$ cat config.mk
export PLATFORM = sky130hd
export DESIGN_NAME = div_iter_unit
export DESIGN_NICKNAME = d
export VERILOG_FILES = /design/src/rtl/div_iter_unit_pkg.sv /design/src/rtl/div_iter_unit_div_restore_step.sv /design/src/rtl/div_iter_unit.sv
export SDC_FILE = /design/constraint.sdc
export NUM_CORES = 1
export LEC_CHECK = 0
export ABC_AREA = 0
export CAP_MARGIN = 25
export CORE_MARGIN = 2
export CORE_UTILIZATION = 50
export DETAILED_ROUTE_END_ITERATION = 7
export HOLD_SLACK_MARGIN = 0.05
export PLACE_DENSITY = 0.73
export SLEW_MARGIN = 5
export SYNTH_ARGS = -nofsm -noshare
export SYNTH_HDL_FRONTEND = slang
export SYNTH_SLANG_ARGS = --single-unit
$ cat constraint.sdc
create_clock -name clk -period 4.49 [get_ports clk]
set_input_delay 0.449 -clock clk [delete_from_list [all_inputs] [get_ports clk]]
set_output_delay 0.449 -clock clk [all_outputs]
set_load 0.05 [all_outputs]
$ cat src/rtl/div_iter_unit_pkg.sv
// Shared ALU operation codes for the divide/modulo unit and a helper to recognise them.
package div_iter_unit_pkg;

  localparam logic [7:0] ALU_DIVW  = 8'h20;
  localparam logic [7:0] ALU_DIVWU = 8'h21;
  localparam logic [7:0] ALU_MODW  = 8'h22;
  localparam logic [7:0] ALU_MODWU = 8'h23;

  function automatic logic is_div_op(input logic [7:0] op);
    return (op == ALU_DIVW) || (op == ALU_DIVWU) || (op == ALU_MODW) || (op == ALU_MODWU);
  endfunction

  function automatic logic is_signed_op(input logic [7:0] op);
    return (op == ALU_DIVW) || (op == ALU_MODW);
  endfunction

  function automatic logic is_mod_op(input logic [7:0] op);
    return (op == ALU_MODW) || (op == ALU_MODWU);
  endfunction

endpackage

$ cat src/rtl/div_iter_unit_div_restore_step.sv
// One radix-2 restoring division step: shift {rem,quo} left by one, trial-subtract the divisor.
module div_restore_step #(
  parameter int W = 32
) (
  input  logic [W-1:0] i_rem,
  input  logic [W-1:0] i_quo,
  input  logic [W-1:0] i_divisor,
  output logic [W-1:0] o_rem,
  output logic [W-1:0] o_quo
);

  logic [W:0] w_shift;
  logic [W:0] w_diff;

  assign w_shift = {i_rem, i_quo[W-1]};
  // Bit W of the difference is the borrow: set when the shifted remainder is below the divisor.
  assign w_diff  = w_shift - {1'b0, i_divisor};
  assign o_rem   = w_diff[W] ? w_shift[W-1:0] : w_diff[W-1:0];
  assign o_quo   = {i_quo[W-2:0], ~w_diff[W]};

endmodule

$ cat src/rtl/div_iter_unit.sv
// Multi-cycle 32-bit DIVW/DIVWU/MODW/MODWU unit (restoring, one op in flight).
// Optional DIV_EARLY_OUT_EN: skip the iterative phase when the quotient is trivially zero or the divisor is zero.
module div_iter_unit
  import div_iter_unit_pkg::*;
#(
  parameter int DATA_W = 32,
  parameter int TAG_W  = 5
) (
  input  logic              clk,
  input  logic              rst_n,
  input  logic              flush,
  input  logic              in_valid,
  output logic              in_ready,
  input  logic [7:0]        aluop,
  input  logic [DATA_W-1:0] src1,
  input  logic [DATA_W-1:0] src2,
  input  logic [TAG_W-1:0]  tag_in,
  input  logic [31:0]       pc_in,
  output logic              out_valid,
  input  logic              out_ready,
  output logic [DATA_W-1:0] result,
  output logic [TAG_W-1:0]  tag_out,
  output logic [31:0]       pc_out
);

  localparam int              CNT_W    = 6;
  localparam logic [CNT_W-1:0] CNT_LAST = CNT_W'(DATA_W - 1);

  typedef enum logic [2:0] {
    ST_IDLE = 3'd0,
    ST_PREP = 3'd1,
    ST_CALC = 3'd2,
    ST_FIX  = 3'd3,
    ST_DONE = 3'd4
  } state_t;

  state_t r_state;
  state_t w_state_next;

  logic              r_op_signed;
  logic              r_op_mod;
  logic [DATA_W-1:0] r_src1;
  logic [DATA_W-1:0] r_src2;
  logic              r_neg_quo;
  logic              r_neg_rem;
  logic              r_div_zero;
  logic [DATA_W-1:0] r_divisor;
  logic [DATA_W-1:0] r_rem;
  logic [DATA_W-1:0] r_quo;
  logic [CNT_W-1:0]  r_cnt;
  logic [DATA_W-1:0] r_result;
  logic [TAG_W-1:0]  r_tag_out;
  logic [31:0]       r_pc_out;

  logic              w_accept;
  logic              w_src1_neg;
  logic              w_src2_neg;
  logic [DATA_W-1:0] w_mag1;
  logic [DATA_W-1:0] w_mag2;
  logic              w_div_zero;
  logic              w_early;
  logic [DATA_W-1:0] w_step_rem;
  logic [DATA_W-1:0] w_step_quo;

  assign in_ready  = (r_state == ST_IDLE);
  assign out_valid = (r_state == ST_DONE);
  assign result    = r_result;
  assign tag_out   = r_tag_out;
  assign pc_out    = r_pc_out;

  assign w_accept   = in_valid && in_ready && is_div_op(aluop);
  assign w_src1_neg = r_op_signed && r_src1[DATA_W-1];
  assign w_src2_neg = r_op_signed && r_src2[DATA_W-1];
  assign w_mag1     = w_src1_neg ? -r_src1 : r_src1;
  assign w_mag2     = w_src2_neg ? -r_src2 : r_src2;
  assign w_div_zero = (r_src2 == '0);

`ifdef DIV_EARLY_OUT_EN
  assign w_early = w_div_zero || (w_mag1 < w_mag2);
`else
  assign w_early = 1'b0;
`endif

  div_restore_step #(.W(DATA_W)) u_step (
    .i_rem     (r_rem),
    .i_quo     (r_quo),
    .i_divisor (r_divisor),
    .o_rem     (w_step_rem),
    .o_quo     (w_step_quo)
  );

  always_ff @(posedge clk or negedge rst_n) begin
    if (!rst_n) begin
      r_state <= ST_IDLE;
    end else begin
      r_state <= w_state_next;
    end
  end

  always_comb begin
    w_state_next = r_state;
    case (r_state)
      ST_IDLE: if (w_accept) w_state_next = ST_PREP;
      ST_PREP: w_state_next = w_early ? ST_FIX : ST_CALC;
      ST_CALC: if (r_cnt == CNT_LAST) w_state_next = ST_FIX;
      ST_FIX:  w_state_next = ST_DONE;
      ST_DONE: if (out_ready) w_state_next = ST_IDLE;
      default: w_state_next = ST_IDLE;
    endcase
    // Flush wins over any same-cycle accept or result transfer.
    if (flush) w_state_next = ST_IDLE;
  end

  always_ff @(posedge clk or negedge rst_n) begin
    if (!rst_n) begin
      r_op_signed <= 1'b0;
      r_op_mod    <= 1'b0;
      r_src1      <= '0;
      r_src2      <= '0;
      r_neg_quo   <= 1'b0;
      r_neg_rem   <= 1'b0;
      r_div_zero  <= 1'b0;
      r_divisor   <= '0;
      r_rem       <= '0;
      r_quo       <= '0;
      r_cnt       <= '0;
      r_result    <= '0;
      r_tag_out   <= '0;
      r_pc_out    <= '0;
    end else begin
      case (r_state)
        ST_IDLE: begin
          if (w_accept && !flush) begin
            r_op_signed <= is_signed_op(aluop);
            r_op_mod    <= is_mod_op(aluop);
            r_src1      <= src1;
            r_src2      <= src2;
            r_tag_out   <= tag_in;
            r_pc_out    <= pc_in;
          end
        end
        ST_PREP: begin
          r_neg_quo  <= w_src1_neg ^ w_src2_neg;
          r_neg_rem  <= w_src1_neg;
          r_div_zero <= w_div_zero;
          r_divisor  <= w_mag2;
          r_cnt      <= '0;
          // Early exit leaves the quotient at zero and the whole dividend as remainder.
          if (w_early) begin
            r_quo <= '0;
            r_rem <= w_mag1;
          end else begin
            r_quo <= w_mag1;
            r_rem <= '0;
          end
        end
        ST_CALC: begin
          r_quo <= w_step_quo;
          r_rem <= w_step_rem;
          r_cnt <= r_cnt + 1'b1;
        end
        ST_FIX: begin
          if (r_div_zero) begin
            r_result <= r_op_mod ? r_src1 : '1;
          end else if (r_op_mod) begin
            r_result <= r_neg_rem ? -r_rem : r_rem;
          end else begin
            r_result <= r_neg_quo ? -r_quo : r_quo;
          end
        end
        default: begin
        end
      endcase
    end
  end

endmodule

# After elaboration in Yosys (flattened, before gate mapping)
# Index checks and enable logic that the tools add are counted.
# W data, S select, Z words.
# totals
out_inout_bits	71
input_bits	114
reg_bits	243
elab_cells	67
# op_classes
eq_ne	12
addsub	6
mux	16
reduce_logical	16
bitwise	2
# ops
cell	count
$mux W32	8
$neg A32 Y32	4
$pmux W32 S2	2
$sub A33 B32 Y33	1
$eq A8 B6 Y1 const B	4
$logic_not A32 Y1	1
$pmux W3 S5	1
$mux W3	4
$pmux W6 S2	1
$add A6 B1 Y6 const B	1
$eq A3 B2 Y1 const B	2
$eq A6 B5 Y1 const B	1
$ne A3 B2 Y1 const B	2
$logic_and A1 B1 Y1	5
$logic_or A1 B1 Y1	5
$eq A3 B1 Y1 const B	1
$eq A3 B3 Y1 const B	1
$logic_not A3 Y1	1
$ne A3 B3 Y1 const B	1
$reduce_and A3 Y1	1
$reduce_and A2 Y1	1
$reduce_bool A2 Y1	1
$logic_not A1 Y1	1
$not A1 Y1	1
$xor A1 B1 Y1	1

# Logic depth before layout (Yosys ltp)
# Gate-level depths: netlist (run 1).
# depth
word_depth	8
ltp_mapped	12
mapped_depth_nobuf	11

# Modules after synthesis
# From an unflattened synthesis (run 1), not the netlist that was laid out.
# unflattened
cells_unflattened	1505
area_unflattened_um2	14976.9
# by_module_without_submodules
mod	instances	cells_each	seq_area_each_um2	area_per_inst_um2
div_iter_unit	1	1169	6080.8	12385.6
div_restore_step	1	336	0.0	2591.2

# Worst setup path after synthesis (run 1)
# Ideal clock, no wire load.
# synth_path
path_type	reg2reg
startpoint	register r_rem[18]
endpoint	register r_rem[2]
required_ns	4.355
slack_ns	1.367
arrival_ns	2.987
path_buffers	2
path_stages_with_launch	11
setup_ns	0.135
cell_sequence	dfrtp_1 > ha_1 > clkbuf_1 > and3_1 > nand2_1 > or4_1 > o22ai_1 > mux2i_2 > buf_2 > mux2i_1 > o21ai_0
# synth_via
elab_chain_cells	3
# synth_rtl
item	line_no	source
from (decl)	div_iter_unit.sv:48	logic [DATA_W-1:0] r_rem;
from (signal assigned)	div_iter_unit.sv:151	r_rem <= w_mag1;
from (signal assigned)	div_iter_unit.sv:159	r_rem <= w_step_rem;
$sub A33 B32 Y33	div_iter_unit_div_restore_step.sv:17	assign w_diff = w_shift - {1'b0, i_divisor};
$mux W32	div_iter_unit_div_restore_step.sv:18	assign o_rem = w_diff[W] ? w_shift[W-1:0] : w_diff[W-1:0];
$pmux W32 S2	div_iter_unit.sv:131	case (r_state)
# Every way passes these cells.
# A chain may end at the register's enable or synchronous reset.

# Worst setup path in the final report (run 1)
# layout_path
startpoint	register r_rem[18]
endpoint	register r_rem[23]
# Same word-level chain as after synthesis.

==> impl_results.md, run 1 <==
* Final Setup Violations at 0
* Detailed placer's ending HPWL at 26.96 mm
* # diodes at 0
* Share of cells above drive strength 1 at 11.96%
* Die Y at 173.4 um
* Crit path max fanout at 24
* Post-synthesis cell count at 1486
* Post-CTS Setup Bufs at 0
* Crit end category: flip-flop
* Vias per cell at 5.933
* Core Region at 0.02847 mm^2
* Hold WC Path Type: input port to flip-flop
* DRT iter0 DRCs at 1078
* Worst R2R Path Depth at 9
* Via count at 12100
* Final Hold Fails at 0
* Max_slew headroom at 29.81%
* Final TNS setup at 0 ns
* Clock Power Share at 25.4%
* Routed len/inst at 18.72 um
* Kind of critical path: flip-flop to flip-flop
* Top post-synthesis cells by area: dfrtp_1, mux2_2, o21ai_0, xnor2_1, xor2_1
* Port bufs at 184
* Final core utilization at 61.68%
* Max Fclk at 285.1 MHz
* Top FF cell, synth: dfrtp_1
* Post-synthesis instance area at 0.01435 mm^2
* Number of synthesized flops with an enable pin at 0
* DRC viols at 0
* Clk_skew at 0.01278 ns
* Num CTS Buffers at 29
* # nets final at 1785
* Worst-Skew Late Latency at 0.56 ns
* GP Congestion at 0.9344
* Vias in the first global route at 11640
* Synth Register Bits at 243
* Most common cell after layout, fill and taps aside: dfrtp_1
* Element type at the critical path start: flip-flop
* Hold path cells at 2
* Final WL at 38.17 mm
* Die width at 173.4 um
* Reg clk slew, reported paths at 0.06 ns
* Min cycle time layout at 3.508 ns
* Sw Ratio at 39.94%
* CP max-delay cell: or4_1
* Final Max Slew Viols at 0
* Std-Cell Rows at 62
* Clock H-tree levels at 1
* Hold_buf cts at 1
* Fillers at 2397
* Cts repair resizes at 0
* Initial Util at 50.39%
* WP data required at 4.88 ns
* Mapped Nets at 1638
* Die area at 0.03006 mm^2
* Yosys cell types at 69
* CP Cell Sequence: ha_1, and3_1, nand2_1, or4_1, o22ai_1, mux2i_4, buf_4, mux2i_1, o21ai_0
* PwrDens at 569.4 mW/mm^2
* ANT nets after route at 0
* Area leader, netlist: dfrtp_1
* DP Area at 0.01651 mm^2
* Run status: finished, final reports clean
* Hold WS at 0.4774 ns
* Clk buf depth at 3
* Final Non-Filler Cells at 2039
* Mapped Avg Cell Area at 9.653 um^2
* Synth warnings at 0
* Final period util at 78.12%
* Comb power frac at 46.8%
* DP Cell Count at 1985
* Maxcap violations at 0
* Total track usage at 25.07%
* Pin count of the biggest net entering global routing at 105
* Root Driver: clkbuf_16
* CP max stage delay at 0.55 ns
* WP data arrival at 3.89 ns
* Worst IR drop on VDD at 0.0003769 V
* Ys async rst share at 100.0%
* Area delta synth->final at 22.41%
* DRT Pass-1 Iters at 6
* Clock tree from TritonCTS: built
* Initial antenna violation count at 0
* RSZ-0062 raised after global routing: no
* Worst-Margin Slew at 1.053 ns
* Leakage power at 7.818 nW
* Commonest non-fill, non-tap cells in the layout: dfrtp_1, clkdlybuf4s50_1, o21ai_0
* Pint at 0.006005 W
* Clk sinks at 243
* Register area share after synthesis at 42.39%
* NetSw at 0.003993 W
* GRT Residual Overflow at 0
* Flop pwr share at 27.8%
* Num ports at 185
* Fin area at 0.01756 mm^2
* Post-synth top area share at 42.39%
* Global-route wire length before repair at 61.87 mm
[stage by stage]
step	total power (W)	setup WS, ns
global route	0.01058	0.7596
global placement	0.007355	1.118
finish	0.009998	0.9822
CTS	0.009970	1.025
floorplan	0.006178	1.367
detailed placement	0.007415	1.041
[critical path: cells and delay by family (launching register included)]
kind	cells	cell delay (ns)
DFF	1	0.46
buffers and inverters	1	0.35
and+or+nand+nor	3	0.88
muxes	2	0.56
AOI/OAI and AO/OA	2	0.61
adders and majority gates	1	0.46
[cells by family after synthesis]
logic type | after synthesis | share of synthesized area (%)
AO/OA/AOI/OAI | 418 | 18.51
XOR/XNOR | 145 | 8.853
adder cells (fa/ha/maj) | 38 | 3.367
buffers and inverters | 134 | 3.541
flip-flops | 243 | 42.39
multiplexers | 141 | 10.75
AND/OR/NAND/NOR | 367 | 12.59
[power groups by stage]
stage | Clock (W) | Combinational (W) | Sequential, W
after floorplan | 0 | 0.00338 | 0.00280
after global placement | 0 | 0.00456 | 0.00280
after detailed placement | 0 | 0.00460 | 0.00281
after CTS | 0.00257 | 0.00463 | 0.00277
after global routing | 0.00267 | 0.00509 | 0.00282
final | 0.00254 | 0.00467 | 0.00278
[Yosys cell counts, drive strengths merged, types with 11 or more instances]
cell type  count
dfrtp        243
o21ai        162
nand2        148
mux2         102
xnor2         76
clkbuf        73
xor2          69
nor2          62
a21oi         59
inv           50
mux2i         39
ha            37
a22oi         32
o31ai         32
nand3         27
a21o          22
or4           21
nor3          19
o22ai         19
or3           19
o41ai         17
a31oi         14
nor4          14
buf           11
[final cells by class]
cell class | instances | area (um^2) | share of cell area, %
clock inverters | 17 | 216.5 | 1.233
well taps | 384 | 480.5 | 2.736
clock buffers | 36 | 822.0 | 4.681
inverters | 50 | 187.7 | 1.069
flip-flops and latches | 243 | 6081 | 34.63
repair buffers | 200 | 1994 | 11.36
multi-input cells | 1109 | 7777 | 44.29
[final timing paths]
path / startpoint / end / slack [ns]
worst max-delay path: r_rem[18]$_DFFE_PN0P_ / r_rem[23]$_DFFE_PN0P_ / 0.98
worst min-delay path: aluop[0] / r_op_signed$_DFFE_PN0P_ / 0.48
worst max register to register: r_rem[18]$_DFFE_PN0P_ / r_rem[23]$_DFFE_PN0P_ / 0.98
worst min register to register: result[0]$_DFFE_PN0P_ / result[0]$_DFFE_PN0P_ / 0.48
max in group asynchronous: rst_n / pc_out[2]$_DFFE_PN0P_ / 2.89
min in group asynchronous: rst_n / r_divisor[13]$_DFFE_PN0P_ / 0.49
[state kept, by name, indices dropped and copies added (netlist names)]
| signal | cells |
|---|---|
| r_quo | 32 |
| r_neg_quo | 1 |
| r_src2 | 32 |
| r_op_signed | 1 |
| r_state | 3 |
| r_divisor | 32 |
| tag_out | 5 |
| r_op_mod | 1 |
| r_rem | 32 |
| r_cnt | 6 |
| r_div_zero | 1 |
| r_src1 | 32 |
| pc_out | 32 |
| result | 32 |
| r_neg_rem | 1 |
[routing by layer]
layer | routed length [um] | part of all wire [%] | GRT usage, %
met2 | 17720 | 46 | 40.63
met5 | 0 | 0 | 0
met3 | 2590 | 6.8 | 4.232
met1 | 16470 | 43 | 33.85
met4 | 1388 | 3.6 | 9.463
(Power assumes the default switching activity.)
==> inputs of run 2 (changes only) <==
==> constraint.sdc (replaced) <==
create_clock -name clk -period 3.5 [get_ports clk]
set_input_delay 0.35 -clock clk [delete_from_list [all_inputs] [get_ports clk]]
set_output_delay 0.35 -clock clk [all_outputs]
set_load 0.05 [all_outputs]
==> impl_results.md, run 2 (synthesis results as in run 1) <==
* Run status: finished, final reports clean
* PwrDens at 733.6 mW/mm^2 (+29%)
* Vias in the first global route at 12190 (+4.7%)
* DRT Pass-1 Iters at 5 (-1)
* Clock tree from TritonCTS: built
* # diodes at 0 (unchanged)
* Final core utilization at 62.59% (+0.91 points)
* Hold WC Path Type: input port to flip-flop
* GRT Residual Overflow at 0 (unchanged)
* Worst IR drop on VDD at 0.0004904 V (+30%)
* ANT nets after route at 0 (unchanged)
* Final Hold Fails at 0 (unchanged)
* Initial antenna violation count at 0 (unchanged)
* Flop pwr share at 26.9% (-0.9 points)
* Worst-Skew Late Latency at 0.56 ns (about the same)
* Vias per cell at 5.893 (-0.68%)
* Crit end category: flip-flop
* Final Max Slew Viols at 0 (unchanged)
* Num ports at 185 (unchanged)
* Die area at 0.03006 mm^2 (unchanged)
* Detailed placer's ending HPWL at 27.40 mm (+1.6%)
* CP max-delay cell: dfrtp_1
* Share of cells above drive strength 1 at 13.23% (+1.3 points)
* Crit path max fanout at 17 (-29%)
* Reg area at 0.006081 mm^2 (unchanged)
* Clock H-tree levels at 1 (unchanged)
* Die width at 173.4 um (unchanged)
* CP Buf/Inv Count at 2 (+1)
* Via count at 12190 (+0.78%)
* Clock Power Share at 23.2% (-2.2 points)
* Std-Cell Rows at 62 (unchanged)
* Final TNS setup at 0 ns (unchanged)
* Max Fclk at 311.3 MHz (+9.2%)
* Max_slew headroom at 33.23% (+3.4 points)
* Sw Ratio at 39.74% (-0.20 points)
* Reg clk slew, reported paths at 0.06 ns (about the same)
* Total track usage at 25.54% (+0.47 points)
* Worst-Margin Slew at 1.002 ns (-0.05124 ns)
* Most common cell after layout, fill and taps aside: dfrtp_1
* Kind of critical path: flip-flop to flip-flop
* Port bufs at 184 (unchanged)
* Min cycle time layout at 3.213 ns (-0.2950 ns)
* Num CTS Buffers at 28 (-3.4%)
* DRT iter0 DRCs at 924 (-14%)
* WP data required at 3.91 ns (-0.97 ns)
* Comb power frac at 49.9% (+3.1 points)
* Final WL at 38.34 mm (+0.44%)
* Top delay family on crit path: compound AO/OA/AOI/OAI gates
* Clk_skew at 0.01505 ns (+0.002266 ns)
* Fillers at 2396 (-0.042%)
* Die Y at 173.4 um (unchanged)
* Final Setup Violations at 0 (unchanged)
* Clk buf depth at 3 (unchanged)
* CP Cell Sequence: inv_1, ha_1, fa_1, nor2b_1, o31a_1, a41o_1, nor3_1, o22ai_2, mux2i_4, buf_12, mux2i_1, o21ai_0
* CP max stage delay at 0.42 ns (-0.13 ns)
* NetSw at 0.005195 W (+30%)
* Final period util at 91.79% (+14 points)
* Pint at 0.007877 W (+31%)
* RSZ-0062 raised after global routing: no
* Area delta synth->final at 24.21%
* Routed len/inst at 18.53 um (-1.0%)
* Leakage power at 7.968 nW (+1.9%)
* DRC viols at 0 (unchanged)
* Global-route wire length before repair at 63.15 mm (+2.1%)
* GP Congestion at 0.9122 (-2.4%)
* Clk sinks at 243 (unchanged)
* Area of the multi-input gates at 0.007784 mm^2 (about the same)
* Pin count of the biggest net entering global routing at 115 (+9.5%)
* Maxcap violations at 0 (unchanged)
* Initial Util at 50.39% (unchanged)
* # nets final at 1819 (+1.9%)
* Root Driver: clkbuf_16
* WP data arrival at 3.62 ns (-0.27 ns)
* Element type at the critical path start: flip-flop
* Commonest non-fill, non-tap cells in the layout: dfrtp_1, clkdlybuf4s50_1, o21ai_0
* Core Region at 0.02847 mm^2 (unchanged)
## run 2: final timing paths
kind,startpoint,endpoint,slack [ns],cells past startpoint
setup / recovery,r_quo[31]$_DFFE_PN0P_,r_rem[7]$_DFFE_PN0P_,0.29,12
hold / removal,aluop[0],r_op_signed$_DFFE_PN0P_,0.38,2
setup reg to reg,r_quo[31]$_DFFE_PN0P_,r_rem[7]$_DFFE_PN0P_,0.29,12
hold reg to reg,result[7]$_DFFE_PN0P_,result[7]$_DFFE_PN0P_,0.47,1
max in group asynchronous,rst_n,r_src1[20]$_DFFE_PN0P_,2.02,3
min in group asynchronous,rst_n,r_src2[9]$_DFFE_PN0P_,0.45,2
## run 2: per-stage QoR
step / instances / cell area, um^2 / setup slack [ns] / hold slack [ns] / total power (W)
2_1_floorplan: 1486 / 14350 / 0.3772 / 0.05441 / 0.007925
3_3_place_gp: 2018 / 16800 / 0.3014 / 0.4598 / 0.009789
3_5_place_dp: 2019 / 16820 / 0.2051 / 0.4650 / 0.009910
4_1_cts: 2068 / 17780 / 0.1506 / 0.3649 / 0.01300
5_1_grt: 2069 / 17820 / 0.1271 / 0.3945 / 0.01386
6_report: 2069 / 17820 / 0.2872 / 0.3790 / 0.01307
## run 2: power by group through the flow
stage / Sequential, W / Combinational [W] / Clock (W)
floorplan: 0.00359 / 0.00434 / 0
detailed placement: 0.00356 / 0.00635 / 0
global route: 0.00357 / 0.00710 / 0.00319
global placement: 0.00354 / 0.00625 / 0
finish: 0.00352 / 0.00652 / 0.00303
CTS: 0.00351 / 0.00640 / 0.00309
## run 2: layout make-up
class                      instances  area share [%]
tap                              384           2.696
clock buffer                      39           4.445
sequential                       243           34.13
clock inverter                     9          0.8918
timing repair buffer             235           13.10
inverter                          50           1.053
multi-input combinational       1109           43.68
## run 2: what timing repair did
action / 4_1_cts / 5_1_grt
buffers inserted: 0 / 0
hold buffers: 1 / 0
endpoints found under the setup margin: 0 / 29
endpoints found under the hold margin: 111 / 0
gates resized for setup: 0 / 1
## run 2: routing by layer
| metal | GRT usage [%] | up-vias | part of all wire, % |
|---|---|---|---|
| met5 | 0 | - | 0 |
| li1 | - | 5763 | - |
| met2 | 40.15 | 450 | 46 |
| met4 | 10.81 | 0 | 3.9 |
| met1 | 34.80 | 5893 | 43 |
| met3 | 4.759 | 86 | 7.1 |
==> inputs of run 3 (changes only) <==
--- a/config.mk
+++ b/config.mk
@@ -7,11 +7,12 @@
 export LEC_CHECK = 0
 export ABC_AREA = 0
 export CAP_MARGIN = 25
-export CORE_MARGIN = 2
+export CORE_MARGIN = 3
 export CORE_UTILIZATION = 50
 export DETAILED_ROUTE_END_ITERATION = 7
 export HOLD_SLACK_MARGIN = 0.05
 export PLACE_DENSITY = 0.73
+export REMOVE_ABC_BUFFERS = 1
 export SLEW_MARGIN = 5
 export SYNTH_ARGS = -nofsm -noshare
 export SYNTH_HDL_FRONTEND = slang
==> impl_results.md, run 3 (synthesis results as in run 1) <==
* Max_slew headroom at 31.32% (-1.9 points)
* Num CTS Buffers at 28 (unchanged)
* Std-Cell Rows at 61 (-1.6%)
* Port bufs at 184 (unchanged)
* Clk sinks at 243 (unchanged)
* Clock tree from TritonCTS: built
* Kind of critical path: flip-flop to flip-flop
* HP Start: aluop[0]
* Final WL at 36.65 mm (-4.4%)
* ANT nets after route at 0 (unchanged)
* Most common cell after layout, fill and taps aside: dfrtp_1
* Worst IR drop on VDD at 0.0005768 V (+18%)
* Die area at 0.03076 mm^2 (+2.3%)
* Crit path from: r_quo[9]$_DFFE_PN0P_
* WP data required at 3.97 ns (+0.06 ns)
* Maxcap violations at 0 (unchanged)
* Run status: finished, final reports clean
* GRT Residual Overflow at 0 (unchanged)
* Hold WS at 0.3830 ns (+0.003987 ns)
* Via count at 11870 (-2.7%)
* Share of cells above drive strength 1 at 12.96% (-0.27 points)
* Core Region at 0.02801 mm^2 (-1.6%)
* Beginning of the worst register-to-register path: r_quo[9]$_DFFE_PN0P_
* Initial Util at 51.21% (+0.83 points)
* Final period util at 91.06% (-0.74 points)
* Root Driver: clkbuf_16
* PwrDens at 721.4 mW/mm^2 (-1.7%)
* Clk_skew at 0.01988 ns (+0.004825 ns)
* Area delta synth->final at 23.51%
* WP data arrival at 3.66 ns (+0.04 ns)
* # diodes at 0 (unchanged)
* Routed len/inst at 17.79 um (-4.0%)
* Post-CTS Setup Bufs at 0 (unchanged)
* Die width at 175.4 um (+1.2%)
* Final TNS setup at 0 ns (unchanged)
* DRT iter0 DRCs at 688 (-26%)
* Global-route wire length before repair at 61.13 mm (-3.2%)
* Final Hold Fails at 0 (unchanged)
* Element type at the critical path start: flip-flop
* Leakage power at 7.914 nW (-0.68%)
* Pin count of the biggest net entering global routing at 105 (-8.7%)
* Reg clk slew, reported paths at 0.06 ns (about the same)
* Num ports at 185 (unchanged)
* Clk buf depth at 3 (unchanged)
* Max Fclk at 313.8 MHz (+0.81%)
* DRC viols at 0 (unchanged)
* Hold WC Path Type: input port to flip-flop
* Total track usage at 23.82% (-1.7 points)
* Crit path max fanout at 7 (-10)
* GP Congestion at 0.9081 (-0.45%)
* Final Max Slew Viols at 0 (unchanged)
* Worst-Margin Slew at 1.028 ns (+0.02611 ns)
* Commonest non-fill, non-tap cells in the layout: dfrtp_1, clkdlybuf4s50_1, o21ai_0
* Final Setup Violations at 0 (unchanged)
* # nets final at 1814 (-0.27%)
* Vias per cell at 5.760 (-2.3%)
* Detailed placer's ending HPWL at 26.42 mm (-3.6%)
* Clock H-tree levels at 1 (unchanged)
* Min cycle time layout at 3.187 ns (-0.02578 ns)
* Worst-Skew Late Latency at 0.55 ns (about the same)
* DRT Pass-1 Iters at 6 (+1)
* Die Y at 175.4 um (+1.2%)
* Vias in the first global route at 11790 (-3.3%)
* RSZ-0062 raised after global routing: no
* Crit end category: flip-flop
* Initial antenna violation count at 0 (unchanged)
## run 3: changes by cell type in the layout (fill, tap and decap cells not counted), sizes merged
cell / previous run / this run
clkbuf: 39 / 44
buf: 51 / 46
clkinv: 4 / 3
bufinv: 4 / 2
## run 3: power by group
group / switching [W] / total (W) / internal, W
Sequential: 0.000423 / 0.00352 / 0.00310
Clock: 0.00116 / 0.00296 / 0.00180
Combinational: 0.00342 / 0.00630 / 0.00288
## run 3: worst paths after layout
check / depth (start not counted) / end / slack [ns]
hold / removal: 2 / r_op_signed$_DFFE_PN0P_ / 0.38
setup / recovery: 8 / result[31]$_DFFE_PN0P_ / 0.31
setup reg to reg: 8 / result[31]$_DFFE_PN0P_ / 0.31
max in group asynchronous: 3 / r_cnt[2]$_DFFE_PN0P_ / 2.25
min in group asynchronous: 2 / result[5]$_DFFE_PN0P_ / 0.39
hold reg to reg: 1 / result[9]$_DFFE_PN0P_ / 0.48
## run 3: area by class of cell
type                    instances  area [um^2]
fillers                      2314        10290
flip-flops and latches        243         6081
multi-input cells            1109         7784
well taps                     378        473.0
inverters                      50        187.7
clock buffers                  44        852.1
repair buffers                230         2257
clock inverters                 6        82.58
## run 3: per-stage QoR
stage | worst slack, ns | utilization [%] | total power, W | area [um^2] | cells
floorplan | -1.475 | - | 0.008020 | 14020 | 1402
global placement | 0.2827 | 59.86 | 0.009732 | 16770 | 2009
detailed placement | 0.1525 | 59.86 | 0.009805 | 16770 | 2009
CTS | 0.1363 | 63.23 | 0.01280 | 17710 | 2060
global route | 0.1795 | 63.25 | 0.01367 | 17720 | 2060
finish | 0.3130 | 63.25 | 0.01278 | 17720 | 2060
## run 3: routing by layer
metal  global-route usage [%]  wire, um
met1                    33.01     16340
met2                    39.39     17120
met3                    3.696      2299
met4                    5.951       896
met5                        0         0
## run 3: what timing repair did
action	in CTS	in global routing
setup endpoints to repair	0	21
hold buffers	1	0
gates resized for setup	0	1
endpoints found under the hold margin	78	0
## run 3: worst max-delay path: stages (launching register included)
cell and delay (ns):
dfrtp_1 0.42, or4_4 0.56, or3_1 0.44, or3_4 0.46
or4_4 0.48, o31ai_2 0.32, xnor2_1 0.20, o22ai_1 0.10
a21oi_1 0.13
